--- config.mk ---
export PLATFORM = sky130hd
export DESIGN_NAME = axi_wdata_trace_capture
export DESIGN_NICKNAME = d
export VERILOG_FILES = /design/src/rtl/axi_wdata_trace_pkg.sv /design/src/rtl/axi_wdata_trace_capture_fifo.sv /design/src/rtl/axi_wdata_trace_capture.sv
export SDC_FILE = /design/constraint.sdc
export NUM_CORES = 2
export LEC_CHECK = 0
export CAP_MARGIN = 20
export CORE_UTILIZATION = 30
export DETAILED_ROUTE_END_ITERATION = 7
export SLEW_MARGIN = 25
export SYNTH_ARGS = -nofsm -noshare
export SYNTH_HDL_FRONTEND = slang
export SYNTH_MEMORY_MAX_BITS = 65536
export SYNTH_SLANG_ARGS = --single-unit
--- constraint.sdc ---
create_clock -name clk_i -period 26.6 [get_ports clk_i]
set_input_delay 5.32 -clock clk_i [delete_from_list [all_inputs] [get_ports clk_i]]
set_output_delay 5.32 -clock clk_i [all_outputs]
set_load 0.05 [all_outputs]
--- src/rtl/axi_wdata_trace_pkg.sv ---
// Shared types and helpers for the AXI W-channel trace capture block.
package axi_wdata_trace_pkg;

  typedef enum logic [1:0] {
    IDLE    = 2'd0,
    CAPTURE = 2'd1,
    DRAIN   = 2'd2,
    DONE    = 2'd3
  } trace_state_e;

  localparam logic [63:0] TRIG_ON_DEFAULT  = 64'h1;
  localparam logic [63:0] TRIG_OFF_DEFAULT = 64'hFFFF_FFFF_FFFF_FFFF;

  // Widest strobe the popcount helper accepts (DataWidth up to 1024 bits).
  localparam int unsigned MAX_STRB_BITS = 128;
  localparam int unsigned POPCNT_W      = $clog2(MAX_STRB_BITS + 1);

  function automatic logic [POPCNT_W-1:0] popcount(input logic [MAX_STRB_BITS-1:0] v);
    logic [POPCNT_W-1:0] cnt;
    cnt = '0;
    for (int i = 0; i < MAX_STRB_BITS; i++) begin
      cnt = cnt + POPCNT_W'(v[i]);
    end
    return cnt;
  endfunction

endpackage

--- src/rtl/axi_wdata_trace_capture_fifo.sv ---
// Single-clock FIFO holding captured {strb, data} beats for one snooped channel.
module trace_fifo #(
  parameter int unsigned Width = 144,
  parameter int unsigned Depth = 8
) (
  input  logic             clk_i,
  input  logic             rst_i,
  input  logic             push_i,
  input  logic             pop_i,
  input  logic [Width-1:0] data_i,
  output logic [Width-1:0] data_o,
  output logic             full_o,
  output logic             empty_o
);

  localparam int unsigned PtrW = $clog2(Depth);

  logic [Width-1:0] mem_q [Depth];
  logic [PtrW-1:0]  wr_ptr_q, rd_ptr_q;
  logic [PtrW:0]    count_q;
  logic             push_ok, pop_ok;

  assign full_o  = (count_q == (PtrW + 1)'(Depth));
  assign empty_o = (count_q == '0);
  assign pop_ok  = pop_i && !empty_o;
  // A pop frees the slot first, so a full FIFO still accepts a same-cycle push.
  assign push_ok = push_i && (!full_o || pop_ok);
  assign data_o  = mem_q[rd_ptr_q];

  // NOTE: sequential state uses non-blocking (<=) so every flop samples pre-edge values.
  always_ff @(posedge clk_i) begin
    if (rst_i) begin
      wr_ptr_q <= '0;
      rd_ptr_q <= '0;
      count_q  <= '0;
    end else begin
      if (push_ok) wr_ptr_q <= wr_ptr_q + 1'b1;
      if (pop_ok)  rd_ptr_q <= rd_ptr_q + 1'b1;
      case ({push_ok, pop_ok})
        2'b10:   count_q <= count_q + 1'b1;
        2'b01:   count_q <= count_q - 1'b1;
        default: count_q <= count_q;
      endcase
    end
  end

  // NOTE: storage is deliberately not reset; count_q/pointers gate every read, so stale words are never visible.
  always_ff @(posedge clk_i) begin
    if (push_ok) mem_q[wr_ptr_q] <= data_i;
  end

endmodule

--- src/rtl/axi_wdata_trace_capture.sv ---
// Snoops NrChannels AXI W channels inside a trigger window and drains captured beats round-robin.
module axi_wdata_trace_capture
  import axi_wdata_trace_pkg::*;
#(
  parameter int unsigned NrChannels = 4,
  parameter int unsigned DataWidth  = 128,
  parameter int unsigned FifoDepth  = 8,
  parameter int unsigned CntWidth   = 32,
  parameter logic [63:0] TrigOn     = TRIG_ON_DEFAULT,
  parameter logic [63:0] TrigOff    = TRIG_OFF_DEFAULT,
  localparam int unsigned StrbW     = DataWidth / 8,
  localparam int unsigned ChanW     = (NrChannels > 1) ? $clog2(NrChannels) : 1
) (
  input  logic                          clk_i,
  input  logic                          rst_i,
  input  logic [63:0]                   trigger_i,
  input  logic                          dump_en_i,
  input  logic [NrChannels*DataWidth-1:0] w_data_i,
  input  logic [NrChannels*StrbW-1:0]   w_strb_i,
  input  logic [NrChannels-1:0]         w_valid_i,
  input  logic [NrChannels-1:0]         w_ready_i,
  output logic                          out_valid_o,
  input  logic                          out_ready_i,
  output logic [ChanW-1:0]              out_chan_o,
  output logic [DataWidth-1:0]          out_data_o,
  output logic [StrbW-1:0]              out_strb_o,
  output logic [1:0]                    state_o,
  output logic                          done_o,
  output logic                          overflow_o,
  output logic [CntWidth-1:0]           beat_cnt_o,
  output logic [CntWidth-1:0]           byte_cnt_o,
  output logic [CntWidth-1:0]           drop_cnt_o
);

  localparam int unsigned FifoW = DataWidth + StrbW;

  trace_state_e state_q, state_d;
  logic         clear_cnt;

  logic [NrChannels-1:0] full, empty, cap, push, pop, drop;
  logic [FifoW-1:0]      fifo_dout [NrChannels];

  logic [ChanW-1:0] rr_ptr_q, grant_q, grant;
  logic             lock_q, found;
  int unsigned      idx;

  logic [CntWidth-1:0] beat_q, byte_q, drop_q;
  logic [CntWidth-1:0] beat_inc, byte_inc, drop_inc;
  logic                overflow_q;

  function automatic logic [CntWidth-1:0] sat_add(input logic [CntWidth-1:0] a,
                                                 input logic [CntWidth-1:0] b);
    logic [CntWidth:0] s;
    s = {1'b0, a} + {1'b0, b};
    return s[CntWidth] ? '1 : s[CntWidth-1:0];
  endfunction

  for (genvar c = 0; c < NrChannels; c++) begin : g_fifo
    trace_fifo #(
      .Width (FifoW),
      .Depth (FifoDepth)
    ) u_fifo (
      .clk_i   (clk_i),
      .rst_i   (rst_i),
      .push_i  (push[c]),
      .pop_i   (pop[c]),
      .data_i  ({w_strb_i[c*StrbW +: StrbW], w_data_i[c*DataWidth +: DataWidth]}),
      .data_o  (fifo_dout[c]),
      .full_o  (full[c]),
      .empty_o (empty[c])
    );
  end

  // A stalled beat keeps its grant so the presented channel/data cannot change under backpressure.
  // NOTE: every always_comb output gets a default first, otherwise unassigned paths infer latches.
  always_comb begin
    grant = grant_q;
    found = 1'b0;
    idx   = 0;
    if (!lock_q) begin
      for (int unsigned i = 0; i < NrChannels; i++) begin
        idx = (int'(rr_ptr_q) + i) % NrChannels;
        if (!found && !empty[idx]) begin
          grant = ChanW'(idx);
          found = 1'b1;
        end
      end
    end
  end

  assign out_valid_o              = |(~empty);
  assign out_chan_o               = grant;
  assign {out_strb_o, out_data_o} = fifo_dout[grant];

  always_comb begin
    cap      = '0;
    push     = '0;
    drop     = '0;
    pop      = '0;
    beat_inc = '0;
    byte_inc = '0;
    drop_inc = '0;
    for (int c = 0; c < NrChannels; c++) begin
      cap[c]  = (state_q == CAPTURE) && dump_en_i && w_valid_i[c] && w_ready_i[c] &&
                (|w_strb_i[c*StrbW +: StrbW]);
      pop[c]  = out_valid_o && out_ready_i && (grant == ChanW'(c));
      push[c] = cap[c] && (!full[c] || pop[c]);
      drop[c] = cap[c] && full[c] && !pop[c];
      if (push[c]) begin
        beat_inc = beat_inc + CntWidth'(1);
        byte_inc = byte_inc + CntWidth'(popcount(MAX_STRB_BITS'(w_strb_i[c*StrbW +: StrbW])));
      end
      if (drop[c]) drop_inc = drop_inc + CntWidth'(1);
    end
  end

  always_comb begin
    state_d   = state_q;
    done_o    = 1'b0;
    clear_cnt = 1'b0;
    case (state_q)
      IDLE:    if (trigger_i == TrigOn) state_d = CAPTURE;
      CAPTURE: if (trigger_i == TrigOff) state_d = DRAIN;
      DRAIN: begin
        if ((&empty) && !(|push)) begin
          state_d = DONE;
          done_o  = 1'b1;
        end
      end
      DONE: begin
        if (trigger_i == TrigOn) begin
          state_d   = CAPTURE;
          clear_cnt = 1'b1;
        end
      end
      default: state_d = IDLE;
    endcase
  end

  always_ff @(posedge clk_i) begin
    if (rst_i) begin
      state_q  <= IDLE;
      rr_ptr_q <= '0;
      grant_q  <= '0;
      lock_q   <= 1'b0;
    end else begin
      state_q <= state_d;
      grant_q <= grant;
      lock_q  <= out_valid_o && !out_ready_i;
      if (out_valid_o && out_ready_i) begin
        rr_ptr_q <= (grant == ChanW'(NrChannels - 1)) ? '0 : grant + 1'b1;
      end
    end
  end

  always_ff @(posedge clk_i) begin
    if (rst_i || clear_cnt) begin
      beat_q     <= '0;
      byte_q     <= '0;
      drop_q     <= '0;
      overflow_q <= 1'b0;
    end else begin
      beat_q     <= sat_add(beat_q, beat_inc);
      byte_q     <= sat_add(byte_q, byte_inc);
      drop_q     <= sat_add(drop_q, drop_inc);
      overflow_q <= overflow_q | (|drop);
    end
  end

  assign state_o    = state_q;
  assign overflow_o = overflow_q;
  assign beat_cnt_o = beat_q;
  assign byte_cnt_o = byte_q;
  assign drop_cnt_o = drop_q;

endmodule

==> impl_metrics.tcl <==
set metrics [dict create \
    status "finished clean" \
    crit_type "in2reg" \
    crit_path_frequent_cell "fa_1" \
    r2r-start "g_fifo[3].u_fifo.count_q[0]$_SDFFE_PP0P_" \
    grt_max_degree 91 \
    postSynthAreaPerCell_um2 22.3 \
    nNetsFinal 10500 \
    final.setup.tns_ps 0 \
    ctsRootBufferMaster "clkbuf_16" \
    cts_resized 0 \
    critPathCaptureType "register" \
    clkPwrFrac_pct 43.2 \
    drive_above_1_share_pct 23.1 \
    grt_setup_unrepaired "no" \
    p_switching_mw 3.80 \
    pwr-share-comb_pct 6.8 \
    vias_per_cell 4.91 \
    post_drt_wl_per_cell_um 28.9 \
    yosysTopAreaCellShare_pct 73.8 \
    finalHoldViolations 0 \
    drv_slew 0 \
    holdWs_ps 498 \
    drtIter0Drc 8299 \
    setup-violations-final 0 \
    synth_cell_types 69 \
    cp_slowest_stage_delay_ps 920 \
    ys_seq_elements 4764 \
    antenna_found_initial 238 \
    cp-startpoint "w_strb_i[0]" \
    share_seq_of_total_power_pct 50.0 \
    crit_cells 40 \
    area_delta_synth_final_pct 19.7 \
    cp_num_buf_inv 5 \
    netlist_top_cells_area "edfxtp_1 74%, mux4_2 14%, mux2i_1 4.6%" \
    numCtsBuffers 528 \
    start_kind "input pin" \
    grt_pass1_wl_um 738000 \
    clock_skew_ps 59.8 \
    cp_slowest_cell "or4_1" \
    syn_area_um2 187000 \
    clk_pin_slew_ps 60 \
    die_w_um 792 \
    maxCapViolations 0 \
    overflow 0 \
    cts-htree-levels 6 \
    gp_congestion 0.796 \
    cpLargestDelayFamily "adder cells" \
    start_util_pct 30.2 \
    min_period_ps 18630 \
    final_cell_mix "4608 x edfxtp_1, 1153 x mux4_2, 895 x clkdlybuf4s50_1, 867 x mux2i_1, 533 x clkbuf_16" \
    cts.sinks 4764 \
    via_count 90600 \
    yosys_warnings 0 \
    cp_max_fo 23 \
    p_leak_nw 67.3 \
    clk-insertion-delay-late_ps 1060 \
    ys_seq_area_share_pct 75.5 \
    grt.total_usage_pct 16.5 \
    drc 0 \
    post_cts_buffers 0 \
    slew_headroom_pct 26.0 \
    rows 289 \
    worst_pin_slew_ps 1110 \
    period_share_pct 70.0 \
    power.density_nw_per_um2 73.6 \
    sw_frac_of_total_pct 23.0 \
    arrival_ps 19570 \
    r2r_cells 40 \
    ir_drop_uv 69.8 \
    hold_path_depth 2 \
    intPower_mw 12.7 \
    total_power_mw 16.5 \
    drtPass1Iterations 7 \
    synthArstFlopShare_pct 0 \
    cts_hold_buf 0 \
    fmax_ghz 0.0537 \
    core_um2 621000 \
    routed_wl_um 534000 \
    synth_largest_area_cell "edfxtp_1" \
    die_h_um 792 \
    dieArea_um2 628000 \
    synth_edf_count 4608 \
    place.port_buffers 898 \
    hpwl_um 342000 \
    top_level_ports 899 \
    antenna_left 0 \
    cts_tree "built" \
    synth_ff_type "edfxtp_1" \
    min_from "rr_ptr_q[1]$_SDFFE_PP0P_" \
    grt_pass1_vias 91600 \
    syn_inst 8418 \
    final_common_cell "edfxtp_1" \
    required_ps 27540 \
    hp-class "reg2reg" \
    cts_buffer_depth 4 \
]
==> power groups by stage <==
stage | Combinational (mW) | Sequential, mW | Clock (mW)
after floorplan | 0.614 | 8.44 | 0
after detailed placement | 1.14 | 8.42 | 0
after CTS | 1.14 | 8.26 | 7.30
after global placement | 1.13 | 8.42 | 0
after global routing | 1.18 | 8.26 | 7.56
final | 1.13 | 8.26 | 7.13
==> cells by family after synthesis <==
family          after synthesis  share of synthesized area [%]
flops                      4764                           75.5
mux                        2175                           19.7
buf+inv                     547                           1.17
simple gates                466                           1.35
compound gates              227                          0.718
fa+ha+maj                   137                           1.13
xor+xnor                    101                          0.472
other cells                   1                        0.00200
==> cell usage after synthesis, drive strengths merged (10+ instances only) <==
cell type,instances
mux2i,870
buf,169
nor3,49
o21ai,28
xnor2,47
nand2,77
o21a,10
a31oi,17
and2,10
nor4b,12
inv,137
fa,53
ha,84
or3,11
dfxtp,156
a21o,16
xor2,54
nor3b,13
mux2,152
nor2b,11
nor2,92
nand4,47
and4,11
clkbuf,241
and3,29
nand3,31
mux4,1153
a21oi,118
edfxtp,4608
nor4,44
==> registers in the layout, indices dropped and copies added (netlist names), named ones only <==
name,count
beat_cnt_o,32
byte_cnt_o,32
lock_q,1
drop_cnt_o,32
g_fifo.u_fifo.rd_ptr_q,12
grant_q,2
overflow_o,1
g_fifo.u_fifo.count_q,16
g_fifo.u_fifo.wr_ptr_q,12
state_o,2
g_fifo.u_fifo.mem_q,4608
rr_ptr_q,2
==> per-layer routing <==
layer	track usage [%]	up-vias	part of all wire (%)	routed length, µm
met5	0	-	0.052	280
met4	4.81	44	3.1	16600
met3	2.85	998	5.4	28700
met2	28.7	2933	51	272000
met1	21.1	48700	41	216000
li1	-	37900	-	-
==> final timing paths <==
kind	end	slack [ps]
setup / recovery	byte_cnt_o[22]$_SDFF_PP0_	7970
hold / removal	rr_ptr_q[1]$_SDFFE_PP0P_	500
setup reg to reg	byte_cnt_o[22]$_SDFF_PP0_	12030
hold reg to reg	rr_ptr_q[1]$_SDFFE_PP0P_	500
==> area by class of cell <==
type,count,area [µm²]
clock buffer,653,13800
clock inverter,282,3060
fill,56700,396000
tap,8293,10400
inverter,137,514
sequential,4764,142000
antenna,76,190
multi-input combinational,3108,44000
timing repair buffer,1137,11000
==> metrics by stage <==
step | std cells | instance area (µm²) | worst slack, ps | utilization [%]
2_1_floorplan | 8419 | 187000 | 4390 | -
3_3_place_gp | 17400 | 207000 | 6960 | 33.4
3_5_place_dp | 17400 | 207000 | 6960 | 33.4
4_1_cts | 18400 | 224000 | 8110 | 36.1
5_1_grt | 18400 | 224000 | 7400 | 36.1
6_report | 18500 | 224000 | 7970 | 36.2
==> worst register-to-register path, delay by kind of cell (launching register included) <==
kind	cells	cell delay, ps
AOI/OAI and AO/OA	10	2370
and+or+nand+nor	10	3730
muxes	2	870
buffers and inverters	2	160
DFF	1	350
adders and majority gates	16	7010
Note: power is estimated with default switching activity, not from simulation.
